--- src/rtl/inst_mem_loader_if.sv ---
// Byte stream in, word write port out, for the instruction memory loader.
// master: loader side; slave: host/memory side.
interface inst_mem_loader_if;
    logic        in_valid;
    logic [7:0]  in_byte;
    logic        in_ready;
    logic        wr_en;
    logic [31:0] wr_adr;
    logic [31:0] wr_data;

    modport master (
        input  in_valid,
        input  in_byte,
        output in_ready,
        output wr_en,
        output wr_adr,
        output wr_data
    );

    modport slave (
        output in_valid,
        output in_byte,
        input  in_ready,
        input  wr_en,
        input  wr_adr,
        input  wr_data
    );
endinterface

--- src/rtl/inst_mem_loader.sv ---
// Packs a byte stream big-endian into words and writes them to instruction memory.
// Optional: define LOADER_CHECKSUM_EN to add a running word checksum output.
module inst_mem_loader #(
    parameter int MEM_BYTES = 1024,
    parameter int CNT_W     = 16
) (
    input  logic                 clk,
    input  logic                 rst,
    input  logic                 i_start,
    input  logic [31:0]          i_base_adr,
    input  logic [CNT_W-1:0]     i_num_words,
    inst_mem_loader_if.master    bus,
    output logic                 o_cpu_stall,
    output logic                 o_done,
`ifdef LOADER_CHECKSUM_EN
    output logic [31:0]          o_checksum,
`endif
    output logic [CNT_W-1:0]     o_words_written
);

    typedef enum logic [1:0] {
        IDLE    = 2'd0,
        COLLECT = 2'd1,
        WRITE   = 2'd2,
        DONE    = 2'd3
    } state_t;

    localparam logic [31:0]      ADR_MASK = 32'(MEM_BYTES - 1);
    localparam logic [CNT_W-1:0] ONE      = CNT_W'(1);

    state_t           r_state, w_state;
    logic [31:0]      r_adr, w_adr;
    logic [CNT_W-1:0] r_remaining, w_remaining;
    logic [1:0]       r_idx, w_idx;
    logic [31:0]      r_shreg, w_shreg;
    logic             r_in_ready, w_in_ready;
    logic             r_wr_en, w_wr_en;
    logic [31:0]      r_wr_adr, w_wr_adr;
    logic [31:0]      r_wr_data, w_wr_data;
    logic             r_stall, w_stall;
    logic             r_done, w_done;
    logic [CNT_W-1:0] r_words, w_words;
`ifdef LOADER_CHECKSUM_EN
    logic [31:0]      r_checksum, w_checksum;
`endif

    // State and registered outputs; async reset drops any partial word.
    always_ff @(posedge clk or posedge rst) begin
        if (rst) begin
            r_state     <= IDLE;
            r_adr       <= '0;
            r_remaining <= '0;
            r_idx       <= '0;
            r_shreg     <= '0;
            r_in_ready  <= 1'b0;
            r_wr_en     <= 1'b0;
            r_wr_adr    <= '0;
            r_wr_data   <= '0;
            r_stall     <= 1'b0;
            r_done      <= 1'b0;
            r_words     <= '0;
`ifdef LOADER_CHECKSUM_EN
            r_checksum  <= '0;
`endif
        end else begin
            r_state     <= w_state;
            r_adr       <= w_adr;
            r_remaining <= w_remaining;
            r_idx       <= w_idx;
            r_shreg     <= w_shreg;
            r_in_ready  <= w_in_ready;
            r_wr_en     <= w_wr_en;
            r_wr_adr    <= w_wr_adr;
            r_wr_data   <= w_wr_data;
            r_stall     <= w_stall;
            r_done      <= w_done;
            r_words     <= w_words;
`ifdef LOADER_CHECKSUM_EN
            r_checksum  <= w_checksum;
`endif
        end
    end

    // Next state; outputs are decoded from the next state so they register cleanly.
    always_comb begin
        w_state     = r_state;
        w_adr       = r_adr;
        w_remaining = r_remaining;
        w_idx       = r_idx;
        w_shreg     = r_shreg;
        w_wr_adr    = r_wr_adr;
        w_wr_data   = r_wr_data;
        w_words     = r_words;
`ifdef LOADER_CHECKSUM_EN
        w_checksum  = r_checksum;
`endif
        unique case (r_state)
            IDLE, DONE: begin
                if (i_start) begin
                    w_adr       = {i_base_adr[31:2], 2'b00};
                    w_remaining = i_num_words;
                    w_idx       = 2'd0;
                    w_words     = '0;
`ifdef LOADER_CHECKSUM_EN
                    w_checksum  = '0;
`endif
                    w_state     = (i_num_words == '0) ? DONE : COLLECT;
                end
            end
            COLLECT: begin
                if (bus.in_valid) begin
                    w_shreg = {r_shreg[23:0], bus.in_byte};
                    w_idx   = r_idx + 2'd1;
                    if (r_idx == 2'd3) begin
                        w_state   = WRITE;
                        w_wr_adr  = r_adr;
                        w_wr_data = {r_shreg[23:0], bus.in_byte};
                    end
                end
            end
            WRITE: begin
                w_adr       = (r_adr + 32'd4) & ADR_MASK;
                w_words     = r_words + ONE;
                w_remaining = r_remaining - ONE;
`ifdef LOADER_CHECKSUM_EN
                w_checksum  = r_checksum + r_wr_data;
`endif
                w_state     = (r_remaining == ONE) ? DONE : COLLECT;
            end
            default: w_state = IDLE;
        endcase
        w_in_ready = (w_state == COLLECT);
        w_wr_en    = (w_state == WRITE);
        w_stall    = (w_state == COLLECT) || (w_state == WRITE);
        w_done     = (w_state == DONE);
    end

    assign bus.in_ready     = r_in_ready;
    assign bus.wr_en        = r_wr_en;
    assign bus.wr_adr       = r_wr_adr;
    assign bus.wr_data      = r_wr_data;
    assign o_cpu_stall      = r_stall;
    assign o_done           = r_done;
    assign o_words_written  = r_words;
`ifdef LOADER_CHECKSUM_EN
    assign o_checksum       = r_checksum;
`endif

endmodule
--- src/flat_wrapper.sv ---
// flat-port wrapper written by rule: the top's interface ports become plain ports
module inst_mem_loader_flat 
#(
    parameter int MEM_BYTES = 1024,
    parameter int CNT_W     = 16
)
  (clk, rst, i_start, i_base_adr, i_num_words, o_cpu_stall, o_done, o_words_written, bus_in_valid, bus_in_byte, bus_in_ready, bus_wr_en, bus_wr_adr, bus_wr_data);
  inst_mem_loader_if bus_i ();
  input  logic clk;
  input  logic rst;
  input  logic i_start;
  input  logic [31:0] i_base_adr;
  input  logic [CNT_W-1:0] i_num_words;
  output logic o_cpu_stall;
  output logic o_done;
  output logic [CNT_W-1:0] o_words_written;
  input wire logic [$bits(bus_i.in_valid)-1:0] bus_in_valid;
  input wire logic [$bits(bus_i.in_byte)-1:0] bus_in_byte;
  output wire logic [$bits(bus_i.in_ready)-1:0] bus_in_ready;
  output wire logic [$bits(bus_i.wr_en)-1:0] bus_wr_en;
  output wire logic [$bits(bus_i.wr_adr)-1:0] bus_wr_adr;
  output wire logic [$bits(bus_i.wr_data)-1:0] bus_wr_data;
  assign bus_i.in_valid = bus_in_valid;
  assign bus_i.in_byte = bus_in_byte;
  assign bus_in_ready = bus_i.in_ready;
  assign bus_wr_en = bus_i.wr_en;
  assign bus_wr_adr = bus_i.wr_adr;
  assign bus_wr_data = bus_i.wr_data;
  inst_mem_loader #(.MEM_BYTES(MEM_BYTES), .CNT_W(CNT_W)) u_core (.clk(clk), .rst(rst), .i_start(i_start), .i_base_adr(i_base_adr), .i_num_words(i_num_words), .bus(bus_i), .o_cpu_stall(o_cpu_stall), .o_done(o_done), .o_words_written(o_words_written));
endmodule
--- config.mk ---
export PLATFORM = sky130hd
export DESIGN_NAME = inst_mem_loader_flat
export DESIGN_NICKNAME = d
export VERILOG_FILES = /design/src/rtl/inst_mem_loader_if.sv /design/src/rtl/inst_mem_loader.sv /design/src/flat_wrapper.sv
export SDC_FILE = /design/constraint.sdc
export NUM_CORES = 1
export LEC_CHECK = 0
export ABC_CLOCK_PERIOD_IN_PS = 15700
export CAP_MARGIN = 30
export CORE_ASPECT_RATIO = 1.4
export CORE_MARGIN = 5
export CORE_UTILIZATION = 35
export DETAILED_ROUTE_END_ITERATION = 8
export PLACE_DENSITY = 0.69
export REMOVE_ABC_BUFFERS = 1
export SYNTH_ARGS = -nofsm -noshare
export SYNTH_HDL_FRONTEND = slang
export SYNTH_SLANG_ARGS = --single-unit
--- constraint.sdc ---
create_clock -name clk -period 15.7 [get_ports clk]
set_clock_uncertainty 0.1 [all_clocks]
set_input_delay 3.14 -clock clk [delete_from_list [all_inputs] [get_ports clk]]
set_output_delay 3.14 -clock clk [all_outputs]
set_load 0.1 [all_outputs]
Yosys cells after proc, flatten, opt, wreduce, memory -nomap -nowiden
Cells that the tools add are included.
{ "word_totals": {"mem_count": 0, "reg_bits": 160, "ram_bits": 0, "mem_bits_ro": 0, "out_inout_bits": 84, "latchBits": 0, "elab_cells": 51} }
{ "op_classes": {"shifts": 0, "n_eq_ne": 10, "n_bitwise": 0, "mul": 0, "order_cmp": 0, "div_mod_pow": 0, "n_mux": 15, "addsub": 4, "reduce_logical": 10} }
{ "ops": {"columns": ["operator", "n"], "rows": [
  ["16-bit case mux with 2 select lines", 2],
  ["32-bit case mux with 2 select lines", 1],
  ["16-bit 2-to-1 mux", 2],
  ["32-bit 2-to-1 mux", 1],
  ["16-bit by 1-bit adder with 16-bit output (second input constant)", 1],
  ["16-bit by 1-bit equality test with 1-bit output (second input constant)", 1],
  ["16-bit logical NOT", 1],
  ["16-bit by 1-bit subtractor with 16-bit output (second input constant)", 1],
  ["2-bit 2-to-1 mux", 7],
  ["10-bit by 3-bit adder with 10-bit output (second input constant)", 1],
  ["2-bit equality test (second input constant)", 5],
  ["2-bit case mux with 3 select lines", 1],
  ["3-bit AND reduction", 2],
  ["2-bit by 1-bit equality test with 1-bit output (second input constant)", 2],
  ["2-bit inequality test (second input constant)", 2],
  ["2-bit case mux with 2 select lines", 1],
  ["2-bit AND reduction", 2],
  ["2-bit nonzero test", 2],
  ["2-bit by 1-bit adder with 2-bit output (second input constant)", 1],
  ["2-bit logical NOT", 1],
  ["2-bit OR reduction", 1],
  ["1-bit logical OR", 1]
]} }

Logic depth before layout (Yosys ltp)
{ "logic_depth": {"ltp_word": 6, "depth_mapped": 9} }

Worst setup path before layout
Ideal clock, no wire load.
{ "synth_timing": {"path_kind": "input to register", "from": "in bus_in_valid", "to": "reg u_core.r_stall, in the netlist u_core.o_cpu_stall", "setup_slack_ns": 10.962, "path_buffers": 2, "arrival_ns": 4.526, "setup_ns": 0.113, "cell_stages": 7, "path_cell_list": "clkbuf_1 -> nand3_1 -> clkbuf_1 -> nand2_1 -> o22a_1 -> ha_1 -> inv_1"} }
{ "synth_via": {"elab_chain_len": 4} }
{ "synth_lines": {"columns": ["element", "line_no", "text"], "rows": [
  ["start, declared", "flat_wrapper.sv:17", "input wire logic [$bits(bus_i.in_valid)-1:0] bus_in_valid;"],
  ["2-bit 2-to-1 mux *", "inst_mem_loader.sv:111", "if (bus.in_valid) begin"],
  ["2-bit case mux with 3 select lines *", "inst_mem_loader.sv:97", "unique case (r_state)"],
  ["named net u_core.w_state[1]", "inst_mem_loader.sv:31", "state_t r_state, w_state;"],
  ["2-bit by 1-bit equality test with 1-bit output or 2-bit equality test (tied branches)", "inst_mem_loader.sv:134", "w_stall = (w_state == COLLECT) || (w_state == WRITE);"],
  ["1-bit logical OR *", "inst_mem_loader.sv:134", null],
  ["named net u_core.w_stall", "inst_mem_loader.sv:40", "logic r_stall, w_stall;"],
  ["end signal, assigned", "inst_mem_loader.sv:75", "r_stall <= w_stall;"],
  ["end, declared", "inst_mem_loader.sv:40", null]
]} }
The timed path passes the listed nets; every way through them passes the cells marked *.
A chain may end at the register's enable or synchronous reset.

Final worst setup path
{ "layout_timing": {"from": "in i_start", "to": "reg u_core.r_words[15], in the netlist u_core.o_words_written[15]"} }
{ "layout_via": {"elab_chain_len": 2} }
{ "layout_lines": {"columns": ["element", "line_no", "text"], "rows": [
  ["start, declared", "flat_wrapper.sv:11", "input logic i_start;"],
  ["2-bit inequality test (no source line)", null, null],
  ["2-bit AND reduction (no source line)", null, null],
  ["end signal, assigned", "inst_mem_loader.sv:77", "r_words <= w_words;"],
  ["end, declared", "inst_mem_loader.sv:42", "logic [CNT_W-1:0] r_words, w_words;"]
]} }
No other way between the ends.

==> flow_summary.rst <==
.. list-table::
   :header-rows: 1

   * - Metric
     - Value
   * - Run status
     - finished, final reports clean
   * - Effective utilization at floorplan
     - 0.355
   * - 1st-pass router iterations
     - 4
   * - Slew of the pin with the lowest slew margin
     - 1.04 ns
   * - Synth warn
     - 0
   * - Count of instances resized after the clock tree is built
     - 0
   * - Clock share of power
     - 0.187
   * - Launch instance of the worst register-to-register path
     - u_core.r_state[0]
   * - Area of the placeable core
     - 19100 sq um
   * - Most used cells in the layout excluding fill and tap cells
     - sky130_fd_sc_hd__dfrtp_1 (156), sky130_fd_sc_hd__clkdlybuf4s50_1 (139), sky130_fd_sc_hd__mux2_2 (86)
   * - Post-CTS Hold Buffers
     - 0
   * - Utilization of the core after routing
     - 0.475
   * - Critical path data arrival time
     - 5.71 ns
   * - Die Height
     - 175 um
   * - Crit Reg-Reg Endpoint
     - u_core.o_words_written[15]
   * - Clock latency of the later-clocked register in the worst-skew pair
     - 0.41 ns
   * - Main flop type after synthesis
     - sky130_fd_sc_hd__dfrtp_1
   * - Clock tree sinks
     - 156
   * - Cell Area, Placed
     - 8540 sq um
   * - Setup repair after global routing missed its margin
     - no
   * - Clock transition at the register clock pins on the worst setup and hold paths after CTS
     - 0.06 ns
   * - Number of different library cells in the post-synthesis netlist
     - 53
   * - DRC Markers
     - 0
   * - Iteration-0 DRC count of the detailed router
     - 276
   * - DR vias
     - 4939
   * - Worst voltage drop across the vdd grid
     - 0.0000881 V
   * - Fmax achieved
     - 182 MHz
   * - Final clock period utilization by the worst path
     - 0.349
   * - Synthesis-to-layout area growth
     - 34.1%
   * - Buffers inserted by post-CTS timing repair
     - 0
   * - Comb power frac
     - 0.498
   * - Number of antenna repair diodes
     - 0
   * - Highest fanout seen on the critical path
     - 34
   * - Number of port buffers
     - 139
   * - Number of cell instances on the worst register-to-register path
     - 7
   * - Die Footprint
     - 22300 sq um
   * - Boundary pin count
     - 144
   * - M3 GR Usage
     - 0.0425
   * - First-pass GRT wire length
     - 26600 um
   * - Number of flops mapped to enable cells by yosys
     - 0
   * - Remaining max-slew budget at the tightest pin
     - 0.305
   * - Power share of the sequential group
     - 0.315
   * - Number of nets with antenna violations after detailed routing
     - 0
   * - Routability congestion estimate from global placement
     - 0.805
   * - Worst Setup End Kind
     - flip-flop
   * - Std-Cell Rows
     - 60
   * - Net count, final
     - 763
   * - Maximum capacitance violations
     - 0
   * - Number of H-tree levels
     - 4
   * - Reg2Reg Setup Slack
     - 12.70 ns
   * - #FFs+latches synth
     - 156
   * - Commonest non-fill, non-tap cell in the layout
     - sky130_fd_sc_hd__dfrtp_1
   * - Average cell area after synthesis
     - 12.2 sq um
   * - Last element of the critical path
     - u_core.o_words_written[15]
   * - Max Slew Vio Count
     - 0
   * - Ys async rst share
     - 1.00
   * - CTS Root Buffer Type
     - sky130_fd_sc_hd__clkbuf_16
   * - Switching power share of the total
     - 0.475
   * - Met2 routing resource usage after global routing
     - 0.245
   * - Buffer levels on the longest clock path
     - 2
   * - Final hold violations
     - 0
   * - Timing startpoint of the critical path
     - i_start
   * - Chip Width
     - 128 um
   * - Critical setup path kind
     - primary input to flip-flop
   * - Gr usage total
     - 0.147
   * - Fraction of final layout cells with drive strength greater than 1
     - 0.197
   * - Cell area after synthesis
     - 6790 sq um
   * - Grt ovf
     - 0
   * - Synthesized instance count
     - 557
   * - Largest net degree at the start of global routing
     - 93
   * - Sort of element at the start of the critical path
     - primary input
   * - Most crowded layer after global routing
     - met2
   * - Vias/cell
     - 5.18
   * - P per Cell Area
     - 230 nW/um^2
   * - Final setup viols
     - 0
   * - Post-DP HPWL
     - 10800 um
   * - Seq/Total Area, Yosys
     - 0.575
   * - Fin area
     - 9100 sq um
   * - Leakage power summed over all cells
     - 0.00393 uW
   * - Shortest period the worst path allows
     - 5.48 ns
   * - Worst endpoint required time
     - 15.93 ns
   * - Vias in the first global route
     - 5138
   * - Number of antenna violations at the first check in global routing
     - 0
   * - Reported net switching power
     - 995 uW
   * - Class of the worst hold path
     - flip-flop to flip-flop
   * - Setup tns final
     - 0 ns
   * - CTS Buf Count
     - 17
   * - Routed Wire Length
     - 15800 um
   * - Wirelength per Cell
     - 16.6 um
   * - Internal power contribution
     - 1100 uW
   * - CTS tree
     - built
   * - Met1 usage
     - 0.183
==> worst min-delay path by stage <==
stage	from	to	slack, ns	cells after the start
after global placement	u_core.bus.wr_adr[8]	u_core.bus.wr_adr[8]	0.36	2
after detailed placement	u_core.r_adr[14]	u_core.r_adr[14]	0.39	1
after CTS	u_core.r_shreg[18]	u_core.bus.wr_data[26]	0.40	1
after global routing	u_core.bus.wr_data[19]	u_core.bus.wr_data[19]	0.42	1
after floorplan	u_core.r_adr[10]	u_core.r_adr[10]	0.37	1
final	u_core.bus.wr_adr[8]	u_core.bus.wr_adr[8]	0.40	2
==> power by group through the flow <==
stage / clock network [uW] / logic (uW) / registers, uW
floorplan: 0 / 349 / 1080
global placement: 0 / 1020 / 661
detailed placement: 0 / 1050 / 667
CTS: 407 / 1050 / 661
global route: 420 / 1110 / 685
finish: 392 / 1040 / 660
==> stage by stage <==
| step | hold WS [ns] | total power [uW] | instances | setup slack [ns] |
|---|---|---|---|---|
| finish | 0.397 | 2090 | 954 | 10.22 |
| global route | 0.421 | 2210 | 954 | 10.07 |
| CTS | 0.404 | 2120 | 954 | 10.25 |
| detailed placement | 0.387 | 1720 | 922 | 9.81 |
| global placement | 0.363 | 1680 | 918 | 9.82 |
| floorplan | 0.369 | 1430 | 527 | 8.25 |
==> layer usage <==
layer / wire length, um / up-vias
met5: 0 / -
met4: 272 / 0
met3: 962 / 19
met2: 7960 / 130
met1: 6640 / 2453
li1: - / 2337
==> layout make-up <==
cell class / instances / area [sq um]
clock buffers: 18 / 439
clock inverters: 14 / 125
fillers: 1787 / 10000
inverters: 12 / 50.0
multi-input cells: 359 / 2750
flip-flops and latches: 156 / 3900
well taps: 248 / 310
repair buffers: 147 / 1520
==> cell usage after synthesis (2+ instances only) <==
cell	instances	share of area
sky130_fd_sc_hd__o31ai_1	4	0.0044
sky130_fd_sc_hd__a311oi_1	2	0.0026
sky130_fd_sc_hd__or3_2	3	0.0033
sky130_fd_sc_hd__nand2b_1	2	0.0018
sky130_fd_sc_hd__o21ai_0	24	0.018
sky130_fd_sc_hd__and2_1	5	0.0046
sky130_fd_sc_hd__a41oi_1	2	0.0026
sky130_fd_sc_hd__o22a_1	3	0.0039
sky130_fd_sc_hd__clkbuf_1	26	0.014
sky130_fd_sc_hd__dfrtp_1	156	0.58
sky130_fd_sc_hd__nand3b_1	3	0.0033
sky130_fd_sc_hd__or4_4	2	0.0033
sky130_fd_sc_hd__a2bb2oi_1	4	0.0052
sky130_fd_sc_hd__buf_1	2	0.0011
sky130_fd_sc_hd__clkinv_1	2	0.0011
sky130_fd_sc_hd__buf_4	2	0.0022
sky130_fd_sc_hd__o22ai_1	8	0.0074
sky130_fd_sc_hd__nor2_1	22	0.012
sky130_fd_sc_hd__a211oi_1	2	0.0022
sky130_fd_sc_hd__a21oi_1	28	0.021
sky130_fd_sc_hd__nor3_1	13	0.0096
sky130_fd_sc_hd__nand3_1	11	0.0081
sky130_fd_sc_hd__and3_1	7	0.0065
sky130_fd_sc_hd__xor2_1	5	0.0065
sky130_fd_sc_hd__o211a_1	3	0.0044
sky130_fd_sc_hd__and4_1	2	0.0026
sky130_fd_sc_hd__mux2i_1	6	0.0088
sky130_fd_sc_hd__inv_1	10	0.0055
sky130_fd_sc_hd__nand2_1	29	0.016
sky130_fd_sc_hd__or4_1	5	0.0055
sky130_fd_sc_hd__nor4_1	5	0.0046
sky130_fd_sc_hd__nand4_1	10	0.0092
sky130_fd_sc_hd__or3_1	11	0.010
sky130_fd_sc_hd__o211ai_1	2	0.0022
sky130_fd_sc_hd__a22o_1	24	0.031
sky130_fd_sc_hd__mux2_2	86	0.14
sky130_fd_sc_hd__ha_1	10	0.018
==> worst max-delay path: stages <==
cell and delay, ns:
sky130_fd_sc_hd__clkdlybuf4s50_1 0.86, sky130_fd_sc_hd__mux2_2 0.74, sky130_fd_sc_hd__nand4_1 0.28, sky130_fd_sc_hd__or4_1 0.52, sky130_fd_sc_hd__a21oi_1 0.15
==> cells by family after synthesis <==
kind of cell	Yosys count	share of synthesized area
compound gates	117	0.118
xor+xnor	5	0.00645
fa+ha+maj	10	0.0184
buf+inv	43	0.0251
flops	156	0.575
mux	92	0.152
other cells	1	0.000552
simple gates	133	0.105
==> state kept, by name, indices dropped and copies added, names as in the netlist <==
signal,count
u_core.bus.in_ready,1
u_core.bus.wr_adr,30
u_core.bus.wr_data,32
u_core.bus.wr_en,1
u_core.o_cpu_stall,1
u_core.o_done,1
u_core.o_words_written,16
u_core.r_adr,30
u_core.r_idx,2
u_core.r_remaining,16
u_core.r_shreg,24
u_core.r_state,2
Note: power is estimated with default switching activity, not from simulation.
